**src/rtl/aes_key_schedule_dec_if.sv**
```systemverilog
// Bus bundle between the AES-128 decryption controller and the round-key
// generator: key load handshake, status flags and the indexed read port.
interface aes_key_schedule_dec_if;
  logic [127:0] IN_KEY;
  logic         KEY_LOAD;
  logic         BUSY;
  logic         KEY_READY;
  logic         RD_EN;
  logic [3:0]   RD_IDX;
  logic [127:0] OUT_KEY;
  logic         OUT_VALID;

  modport master (
    output IN_KEY, KEY_LOAD, RD_EN, RD_IDX,
    input  BUSY, KEY_READY, OUT_KEY, OUT_VALID
  );

  modport slave (
    input  IN_KEY, KEY_LOAD, RD_EN, RD_IDX,
    output BUSY, KEY_READY, OUT_KEY, OUT_VALID
  );
endinterface

```
**src/rtl/aes_key_schedule_dec.sv**
```systemverilog
// AES-128 round-key generator and store: expands one FIPS-197 round key per
// cycle into an 11-entry key file, then serves keys by index with a registered read.

// Forward AES S-box built as GF(2^8) inversion followed by the affine transform.
module aes_sbox (
  input  logic [7:0] in_i,
  output logic [7:0] out_o
);
  function automatic logic [7:0] gf_mul(input logic [7:0] a, input logic [7:0] b);
    logic [7:0] p;
    logic [7:0] aa;
    p  = 8'h00;
    aa = a;
    for (int i = 0; i < 8; i++) begin
      if (b[i]) p = p ^ aa;
      aa = {aa[6:0], 1'b0} ^ (aa[7] ? 8'h1b : 8'h00);
    end
    return p;
  endfunction

  function automatic logic [7:0] rotl8(input logic [7:0] v, input int n);
    return (v << n) | (v >> (8 - n));
  endfunction

  logic [7:0] x2, x3, x6, x12, x15, x30, x60, x120, x240, x252, inv;

  // Inverse as x^254 (maps 0 to 0, as the S-box requires).
  always_comb begin
    x2   = gf_mul(in_i, in_i);
    x3   = gf_mul(x2, in_i);
    x6   = gf_mul(x3, x3);
    x12  = gf_mul(x6, x6);
    x15  = gf_mul(x12, x3);
    x30  = gf_mul(x15, x15);
    x60  = gf_mul(x30, x30);
    x120 = gf_mul(x60, x60);
    x240 = gf_mul(x120, x120);
    x252 = gf_mul(x240, x12);
    inv  = gf_mul(x252, x2);
    out_o = inv ^ rotl8(inv, 1) ^ rotl8(inv, 2) ^ rotl8(inv, 3) ^ rotl8(inv, 4) ^ 8'h63;
  end
endmodule

module aes_key_schedule_dec (
  input  logic                         clk,
  input  logic                         rst,
  aes_key_schedule_dec_if.slave        bus
);
  localparam logic [1:0] ST_IDLE   = 2'd0;
  localparam logic [1:0] ST_EXPAND = 2'd1;
  localparam logic [1:0] ST_DONE   = 2'd2;

  logic [1:0]   state_q, state_d;
  logic [3:0]   r_q, r_d;
  logic [127:0] w_q, w_d;
  logic [127:0] rk_q [11];
  logic [127:0] out_key_q, out_key_d;
  logic         out_valid_q, out_valid_d;

  logic [31:0]  w0, w1, w2, w3, rot, sub, t;
  logic [31:0]  w0_n, w1_n, w2_n, w3_n;
  logic [127:0] next_key;
  logic         load_accept, rd_accept;

  function automatic logic [7:0] rcon(input logic [3:0] r);
    case (r)
      4'd1:    return 8'h01;
      4'd2:    return 8'h02;
      4'd3:    return 8'h04;
      4'd4:    return 8'h08;
      4'd5:    return 8'h10;
      4'd6:    return 8'h20;
      4'd7:    return 8'h40;
      4'd8:    return 8'h80;
      4'd9:    return 8'h1b;
      4'd10:   return 8'h36;
      default: return 8'h00;
    endcase
  endfunction

  assign {w0, w1, w2, w3} = w_q;
  assign rot = {w3[23:0], w3[31:24]};

  for (genvar g = 0; g < 4; g++) begin : g_sub
    aes_sbox u_sbox (.in_i(rot[8*g +: 8]), .out_o(sub[8*g +: 8]));
  end

  assign t        = sub ^ {rcon(r_q), 24'h0};
  assign w0_n     = w0 ^ t;
  assign w1_n     = w1 ^ w0_n;
  assign w2_n     = w2 ^ w1_n;
  assign w3_n     = w3 ^ w2_n;
  assign next_key = {w0_n, w1_n, w2_n, w3_n};

  // Loads are ignored mid-expansion; a load in the same cycle as a read wins.
  assign load_accept = bus.KEY_LOAD && (state_q != ST_EXPAND);
  assign rd_accept   = bus.RD_EN && (state_q == ST_DONE) && (bus.RD_IDX <= 4'd10) && !bus.KEY_LOAD;

  // NOTE: every always_comb output gets a default first so no latch is inferred.
  always_comb begin
    state_d     = state_q;
    r_d         = r_q;
    w_d         = w_q;
    out_valid_d = rd_accept;
    out_key_d   = rd_accept ? rk_q[bus.RD_IDX] : out_key_q;
    case (state_q)
      ST_IDLE, ST_DONE: begin
        if (load_accept) begin
          state_d = ST_EXPAND;
          r_d     = 4'd1;
          w_d     = bus.IN_KEY;
        end
      end
      ST_EXPAND: begin
        w_d = next_key;
        r_d = r_q + 4'd1;
        if (r_q == 4'd10) state_d = ST_DONE;
      end
      default: state_d = ST_IDLE;
    endcase
  end

  // NOTE: sequential state uses non-blocking assignments only.
  always_ff @(posedge clk) begin
    if (rst) begin
      state_q     <= ST_IDLE;
      r_q         <= 4'd0;
      w_q         <= 128'h0;
      out_key_q   <= 128'h0;
      out_valid_q <= 1'b0;
    end else begin
      state_q     <= state_d;
      r_q         <= r_d;
      w_q         <= w_d;
      out_key_q   <= out_key_d;
      out_valid_q <= out_valid_d;
    end
  end

  // NOTE: the key file is not reset; reads are gated by state, so stale entries are never visible.
  always_ff @(posedge clk) begin
    if (!rst) begin
      if (load_accept) rk_q[0] <= bus.IN_KEY;
      else if (state_q == ST_EXPAND) rk_q[r_q] <= next_key;
    end
  end

  assign bus.BUSY      = (state_q == ST_EXPAND);
  assign bus.KEY_READY = (state_q == ST_DONE);
  assign bus.OUT_KEY   = out_key_q;
  assign bus.OUT_VALID = out_valid_q;
endmodule

```
**src/flat_wrapper.sv**
```systemverilog
// flat-port wrapper written by rule: the top's interface ports become plain ports
module aes_key_schedule_dec_flat 
  (clk, rst, bus_IN_KEY, bus_KEY_LOAD, bus_RD_EN, bus_RD_IDX, bus_BUSY, bus_KEY_READY, bus_OUT_KEY, bus_OUT_VALID);
  aes_key_schedule_dec_if bus_i ();
  input  logic clk;
  input  logic rst;
  input wire logic [$bits(bus_i.IN_KEY)-1:0] bus_IN_KEY;
  input wire logic [$bits(bus_i.KEY_LOAD)-1:0] bus_KEY_LOAD;
  input wire logic [$bits(bus_i.RD_EN)-1:0] bus_RD_EN;
  input wire logic [$bits(bus_i.RD_IDX)-1:0] bus_RD_IDX;
  output wire logic [$bits(bus_i.BUSY)-1:0] bus_BUSY;
  output wire logic [$bits(bus_i.KEY_READY)-1:0] bus_KEY_READY;
  output wire logic [$bits(bus_i.OUT_KEY)-1:0] bus_OUT_KEY;
  output wire logic [$bits(bus_i.OUT_VALID)-1:0] bus_OUT_VALID;
  assign bus_i.IN_KEY = bus_IN_KEY;
  assign bus_i.KEY_LOAD = bus_KEY_LOAD;
  assign bus_i.RD_EN = bus_RD_EN;
  assign bus_i.RD_IDX = bus_RD_IDX;
  assign bus_BUSY = bus_i.BUSY;
  assign bus_KEY_READY = bus_i.KEY_READY;
  assign bus_OUT_KEY = bus_i.OUT_KEY;
  assign bus_OUT_VALID = bus_i.OUT_VALID;
  aes_key_schedule_dec u_core (.clk(clk), .rst(rst), .bus(bus_i));
endmodule
```
**config.mk**
```make
export PLATFORM = sky130hd
export DESIGN_NAME = aes_key_schedule_dec_flat
export DESIGN_NICKNAME = d
export VERILOG_FILES = /design/src/rtl/aes_key_schedule_dec_if.sv /design/src/rtl/aes_key_schedule_dec.sv /design/src/flat_wrapper.sv
export SDC_FILE = /design/constraint.sdc
export NUM_CORES = 2
export LEC_CHECK = 0
export ABC_CLOCK_PERIOD_IN_PS = 17900
export CAP_MARGIN = 20
export CORE_UTILIZATION = 50
export DETAILED_ROUTE_END_ITERATION = 7
export PLACE_DENSITY = 0.69
export SYNTH_ARGS = -nofsm -noshare
export SYNTH_HDL_FRONTEND = slang
export SYNTH_HIERARCHICAL = 1
export SYNTH_SLANG_ARGS = --single-unit
```
**constraint.sdc**
```tcl
create_clock -name clk -period 17.9 [get_ports clk]
set_clock_uncertainty 0.2 [all_clocks]
set_input_delay 3.58 -clock clk [delete_from_list [all_inputs] [get_ports clk]]
set_output_delay 3.58 -clock clk [all_outputs]
set_load 0.01 [all_outputs]
```
== After elaboration in Yosys (flattened, before gate mapping) ==
Memories as Yosys holds them, arrays and structs flattened. A register that Yosys moved wholly into a read port is not among the register bits.
Index checks and enable logic that the tools add are counted.

* Word-level logic and storage cells: 1361
* Memory bits (read-only): 128
* Register bits after elaboration: 135
* Output and inout bits: 131
* Memories kept: 2
* Bits in writable memories: 1408

* Bitwise gates (word level): 657
* Add/subtract/negate cells: 1
* Magnitude comparators: 1
* Mux-type cells: 679
* Reductions and logical operators: 11
* Equality and inequality tests: 6

{| class="wikitable"
|+ Memory list
! memory !! depth !! bits a word !! rd ports !! clocked after Yosys merged registers in !! wr ports !! line !! RTL
|-
| u_core.rk_q || 11 || 128 || 1 || 1 || 1 || aes_key_schedule_dec.sv:56 || <nowiki>logic [127:0] rk_q [11];</nowiki>
|-
| (no name shown) || 16 || 8 || 1 || 1 || 0 || aes_key_schedule_dec.sv:66 || <nowiki>case (r)</nowiki>
|}

{| class="wikitable"
|+ Operators by type and width
! kind !! number
|-
| $mux 8 || 352
|-
| $xor 8x8->8 || 324
|-
| $xor 8x5->8 || 308
|-
| $mux 5 || 308
|-
| $mux 128 || 2
|-
| $pmux 128 s2 || 1
|-
| $xor 32x32->32 || 5
|-
| $reduce_or 128->1 || 1
|-
| $or 8x1->8 || 4
|-
| $or 8x2->8 || 4
|-
| $or 8x3->8 || 4
|-
| $or 8x4->8 || 4
|-
| $mux 4 || 4
|-
| $not 4->4 || 4
|-
| $mux 1 || 8
|-
| $pmux 4 s2 || 1
|-
| $ne 2x1->1 const B || 3
|-
| $add 4x1->4 const B || 1
|-
| $eq 4x4->1 const B || 1
|-
| $le 4x4->1 const B || 1
|-
| $logic_and 1x1->1 || 4
|-
| $mux 2 || 2
|-
| $pmux 2 s2 || 1
|-
| $reduce_and 2->1 || 2
|-
| 6 further kinds || 6
|}

== Logic depth before layout (Yosys ltp) ==
* Word-level depth: 188
* Mapped depth: 82

== Cells and area by module ==
The synthesis kept the hierarchy.

{| class="wikitable"
|+ By module, submodules not included
! module !! sequential area each (sq um) !! area each (sq um) !! cells an instance !! instances
|-
| aes_key_schedule_dec || 47705.8 || 67835.1 || 4512 || 1
|-
| aes_sbox || 0.0 || 11579.9 || 1431 || 4
|}

== Worst setup path after synthesis ==
No wires, ideal clock.

* Path type: register to register
* Start point: reg u_core.w_q[8]
* End point: mem u_core.rk_q[0][17], data pin
* Setup slack: -2.014 ns
* Required time: 17.408 ns
* Path buffers: 12
* Stages on the path, launching flop included: 81
* Arrival time: 19.423 ns
* Setup time: 0.292 ns
* Cells stage by stage: dfxtp_1 > ha_1 > buf_2 > xnor3_1 > o211a_1 > a311oi_1 > o211a_2 > or2_1 > buf_4 > nor4_1 > a311oi_1 > xnor3_1 > buf_2 > inv_2 > buf_2 > ha_1 > inv_1 > nor2_1 > [45 not listed] > xnor2_2 > xnor2_1 > mux2i_1 > a2bb2oi_1 > xnor3_1 > xnor3_1 > buf_4 > xnor3_2 > nor2_1 > xnor3_1 > xnor3_1 > xnor2_1 > xnor3_1 > xnor2_1 > xnor3_1 > xor2_1 > xor2_1 > o21ai_0

* Word-level cells in the longest chain between the ends: 181
* Elaborated cells between the ends (all ways): 327
* Those cells by class: 159 x mux; 168 x bitwise

{| class="wikitable"
|+ RTL lines
! item !! line !! RTL
|-
| start: declaration || aes_key_schedule_dec.sv:55 || <nowiki>logic [127:0] w_q, w_d;</nowiki>
|-
| start signal: assignment || aes_key_schedule_dec.sv:134 || <nowiki>w_q <= w_d;</nowiki>
|-
| $mux 8 || aes_key_schedule_dec.sv:15 || <nowiki>if (b[i]) p = p ^ aa;</nowiki>
|-
| $xor 8x8->8 || aes_key_schedule_dec.sv:15 ||
|-
| $mux 8 || aes_key_schedule_dec.sv:15 ||
|-
| $xor 8x8->8 || aes_key_schedule_dec.sv:15 ||
|-
| $mux 8 || aes_key_schedule_dec.sv:15 ||
|-
| $xor 8x8->8 || aes_key_schedule_dec.sv:15 ||
|-
| $mux 8 || aes_key_schedule_dec.sv:15 ||
|-
| $xor 8x8->8 || aes_key_schedule_dec.sv:15 ||
|-
| [166 not listed] || - ||
|-
| $not 4->4 (no source line) * || - ||
|-
| named net u_core.sub[17] || aes_key_schedule_dec.sv:60 || <nowiki>logic [31:0] w0, w1, w2, w3, rot, sub, t;</nowiki>
|-
| $xor 32x32->32 * || aes_key_schedule_dec.sv:88 || <nowiki>assign t = sub ^ {rcon(r_q), 24'h0};</nowiki>
|-
| $xor 32x32->32 * || aes_key_schedule_dec.sv:89 || <nowiki>assign w0_n = w0 ^ t;</nowiki>
|-
| $xor 32x32->32 * || aes_key_schedule_dec.sv:90 || <nowiki>assign w1_n = w1 ^ w0_n;</nowiki>
|-
| $xor 32x32->32 * || aes_key_schedule_dec.sv:91 || <nowiki>assign w2_n = w2 ^ w1_n;</nowiki>
|-
| $xor 32x32->32 * || aes_key_schedule_dec.sv:92 || <nowiki>assign w3_n = w3 ^ w2_n;</nowiki>
|-
| $mux 128 (no source line) * || - ||
|-
| end: declaration || aes_key_schedule_dec.sv:56 ||
|}

The timed path passes the listed nets; every way through them passes the cells marked *.

== Worst setup path after layout ==
* Start point: reg u_core.w_q[23]
* End point: mem u_core.rk_q[4][24], data pin

* Word-level cells in the longest chain between the ends: 180
* Elaborated cells between the ends (all ways): 330
* Those cells by class: 162 x mux; 168 x bitwise

{| class="wikitable"
|+ RTL lines
! item !! line
|-
| $mux 5 or $mux 8 (tied branches) || aes_key_schedule_dec.sv:16, aes_key_schedule_dec.sv:15
|-
| $xor 8x5->8 or $xor 8x8->8 (tied branches) || aes_key_schedule_dec.sv:16, aes_key_schedule_dec.sv:15
|-
| $xor 8x8->8 or $mux 8 (tied branches) || aes_key_schedule_dec.sv:15
|-
| $mux 8 or $xor 8x8->8 (tied branches) || aes_key_schedule_dec.sv:15
|-
| $xor 8x8->8 or $mux 8 (tied branches) || aes_key_schedule_dec.sv:15
|-
| $mux 8 or $xor 8x8->8 (tied branches) || aes_key_schedule_dec.sv:15
|-
| $xor 8x8->8 or $mux 8 (tied branches) || aes_key_schedule_dec.sv:15
|-
| $mux 8 or $xor 8x8->8 (tied branches) || aes_key_schedule_dec.sv:15
|-
| [165 not listed] || -
|-
| $not 4->4 (no source line) * || -
|-
| named net u_core.sub[24] || aes_key_schedule_dec.sv:60
|-
| $xor 32x32->32 * || aes_key_schedule_dec.sv:88
|-
| $xor 32x32->32 * || aes_key_schedule_dec.sv:89
|-
| $xor 32x32->32 * || aes_key_schedule_dec.sv:90
|-
| $xor 32x32->32 * || aes_key_schedule_dec.sv:91
|-
| $xor 32x32->32 * || aes_key_schedule_dec.sv:92
|-
| $mux 128 (no source line) * || -
|}

Marked as above.

==> impl_metrics.tcl <==
set metrics [dict create \
    fmax_mhz 57.03 \
    portBuffers 266 \
    cts_tree "yes" \
    cp-end-kind "register" \
    ctsHoldBuffers 0 \
    synth-edff-count 1408 \
    multi_input_area_um2 67740 \
    fin_crit_ns 17.54 \
    fp.dieH_um 479.8 \
    grt_max_degree 184 \
    violations "antenna violations" \
    ios 267 \
    ys_seq_elements 1679 \
    num_rows 175 \
    seq_area_um2 47760 \
    routed_wl_mm 360.1 \
    async_reset_ff_frac 0 \
    grt_first_pass_wirelength_mm 523.4 \
    coreArea_um2 227100 \
    synth_nets 10406 \
    h-tree-depth 4 \
    grt_pass1_vias 84258 \
    final_max_slew_viol_count 0 \
    finalSetupTns_ns 0 \
    setup_viol_count_final 0 \
    cp-start-kind "register" \
    place_congestion 0.9349 \
    synthFlopType "edfxtp_1" \
    grt_overflow 0 \
    grt_antenna_before_repair 52 \
    drv_cap 0 \
    slew_headroom 0.1864 \
    cp.arrival_ns 17.87 \
    numCtsBuffers 157 \
    gr-usage-all-layers 0.2979 \
    worstPathRequired_ns 18.23 \
    yosys_warnings 6 \
    cp_slowest_cell "or4_4" \
    dieArea_um2 230200 \
    drt_pass1_iterations 7 \
    hold_class "reg -> reg" \
    fin_crit_sh 0.9796 \
    drc_errors 0 \
    area_growth_pct 22.04 \
    drive_gt1_frac 0.2447 \
    ant_nets 1 \
    dp_hpwl_mm 234.6 \
    rrSetupSlack_ns 0.36 \
    viasPerCell 6.086 \
    finalHoldViolations 0 \
    avgRoutedWirePerCell_um 24.88 \
    worstPathMaxFanout 6 \
    crit_top_cell "xnor2_2" \
    cts.path.max_buffers 3 \
    clkLatencyLatePin_ns 0.80 \
    ys_types 103 \
    max_stage_delay_ns 0.50 \
    tightest_slew_ns 1.220 \
    via_count 88095 \
    fillers 17537 \
    clkTransAtPathRegs_ns 0.06 \
    layout.nets 11471 \
    avgSynthCellArea_um2 11.15 \
    synth-seq-area-share 0.4179 \
    cts-root-buf "clkbuf_16" \
    drt_iter0_markers 8999 \
    status "finished with violations" \
    path_class "reg -> reg" \
    syn_inst 10236 \
    die_w_um 479.8 \
    syn_area_um2 114200 \
    initial_core_util 0.5027 \
    cts.sinks 1679 \
]
[repair_timing]
action                                 in CTS  in global routing
pin swaps                                  23                300
gates resized for setup                   111                674
setup endpoints to repair                1202               1535
gates cloned                                2                 10
endpoints found under the hold margin       0                  0
buffers inserted                           11                273
[area by class of cell]
type / instances / share of cell area
multi-input combinational: 7697 / 0.4862
clock inverter: 84 / 0.006664
antenna: 31 / 0.0005568
timing repair buffer: 1604 / 0.1010
clock buffer: 209 / 0.03113
inverter: 162 / 0.004527
sequential: 1679 / 0.3428
tap: 3009 / 0.02702
[per-stage QoR]
stage          std cells  hold slack, ns  worst slack, ns  area, um2  utilization
2_1_floorplan      10236          0.2679         -0.02536     115400            -
3_3_place_gp       13854          0.2781          -0.5327     127200       0.5600
3_5_place_dp       13854          0.2904          -0.6863     127200       0.5600
4_1_cts            14160          0.2996         -0.01806     133200       0.5866
5_1_grt            14466          0.3272          -0.2405     139300       0.6135
6_report           14475          0.3009           0.3649     139300       0.6136
[final timing paths]
| path | start | endpoint | cells after the start |
|---|---|---|---|
| worst max-delay path | u_core/w_q[23] | u_core/rk_q[4][24] | 75 |
| worst min-delay path | u_core/w_q[125] | u_core/w_q[125] | 2 |
| worst max register to register | u_core/w_q[23] | u_core/rk_q[4][24] | 75 |
| worst min register to register | u_core/w_q[125] | u_core/w_q[125] | 2 |
[cell usage after synthesis, types with 59 or more instances]
master       n  area [um2]
a21oi_1    566        2833
xnor3_1    423        9527
nor4b_1     60       525.5
or3_1       80       500.5
a31oi_1     96       600.6
xnor2_2     92        1496
a221oi_1   145        1270
clkbuf_1   376        1411
buf_2      236        1181
inv_1      122       457.9
nor2_1     775        2909
edfxtp_1  1408       42280
xor2_1     426        3731
dfxtp_1    271        5425
o21ai_0    705        3528
a211oi_1    79       593.1
nand2b_1    64       400.4
mux4_2     132        2973
a22oi_1     59       442.9
and2_1      90       563.0
nor3_1     162       810.8
nand2_1    913        3427
xnor2_1   1032        9039
nand3_1    118       590.6
mux2i_1    601        6016
[worst max-delay path, delay by kind of cell (launching register included)]
kind / cells / cell delay [ns]
compound gates: 12 / 2.33
xor+xnor: 34 / 8.36
fa+ha+maj: 5 / 1.48
buf+inv: 12 / 1.82
flops: 1 / 0.35
mux: 2 / 0.38
simple gates: 10 / 2.28
[registers in the layout, summed over array words and instances (netlist names), named ones only]
name	count
u_core/w_q	128
u_core/r_q	4
u_core/bus.OUT_KEY	128
u_core/rk_q	1408
u_core/bus.OUT_VALID	1
u_core/state_q	2
[layout by cell type, fill, tap and decap left out, drive strengths merged, types with 34 or more instances in the layout]
cell,instances
o211a,50
a2bb2oi,40
o22ai,37
nand3,118
nand3b,45
or3,80
nand2,913
nor4,38
mux4,132
a221oi,157
a22oi,63
a211oi,87
a32oi,37
a31oi,96
nor3,170
edfxtp,1408
o21ai,747
xor2,458
nor4b,64
dfxtp,271
ha,34
xnor2,1141
clkdlybuf4s50,261
nand2b,64
o211ai,39
inv,154
buf,1334
and2,96
clkinv,68
xnor3,449
or2,56
xor3,56
mux2i,601
a21oi,570
clkbuf,217
nor2,781
nor2b,41
[logic make-up after synthesis]
family	Yosys count	synth area share
adder cells (fa/ha/maj)	34	0.003727
AO/OA/AOI/OAI	2220	0.1249
XOR/XNOR	2101	0.2340
flip-flops	1679	0.4179
AND/OR/NAND/NOR	2577	0.1050
multiplexers	762	0.08160
buffers and inverters	863	0.03284
[per-layer routing]
layer | global-route usage | wire (um) | share of wire | vias to the layer above
li1 | - | - | - | 39559
met5 | 0 | 114 | 0.00032 | -
met4 | 0.1571 | 20310 | 0.056 | 18
met1 | 0.3908 | 141900 | 0.39 | 43642
met2 | 0.4858 | 169900 | 0.47 | 4135
met3 | 0.03469 | 27960 | 0.078 | 741
Power is left out: the tool's default activity adds up to more than one toggle a clock period on the data nets, which glitch-free logic cannot reach.
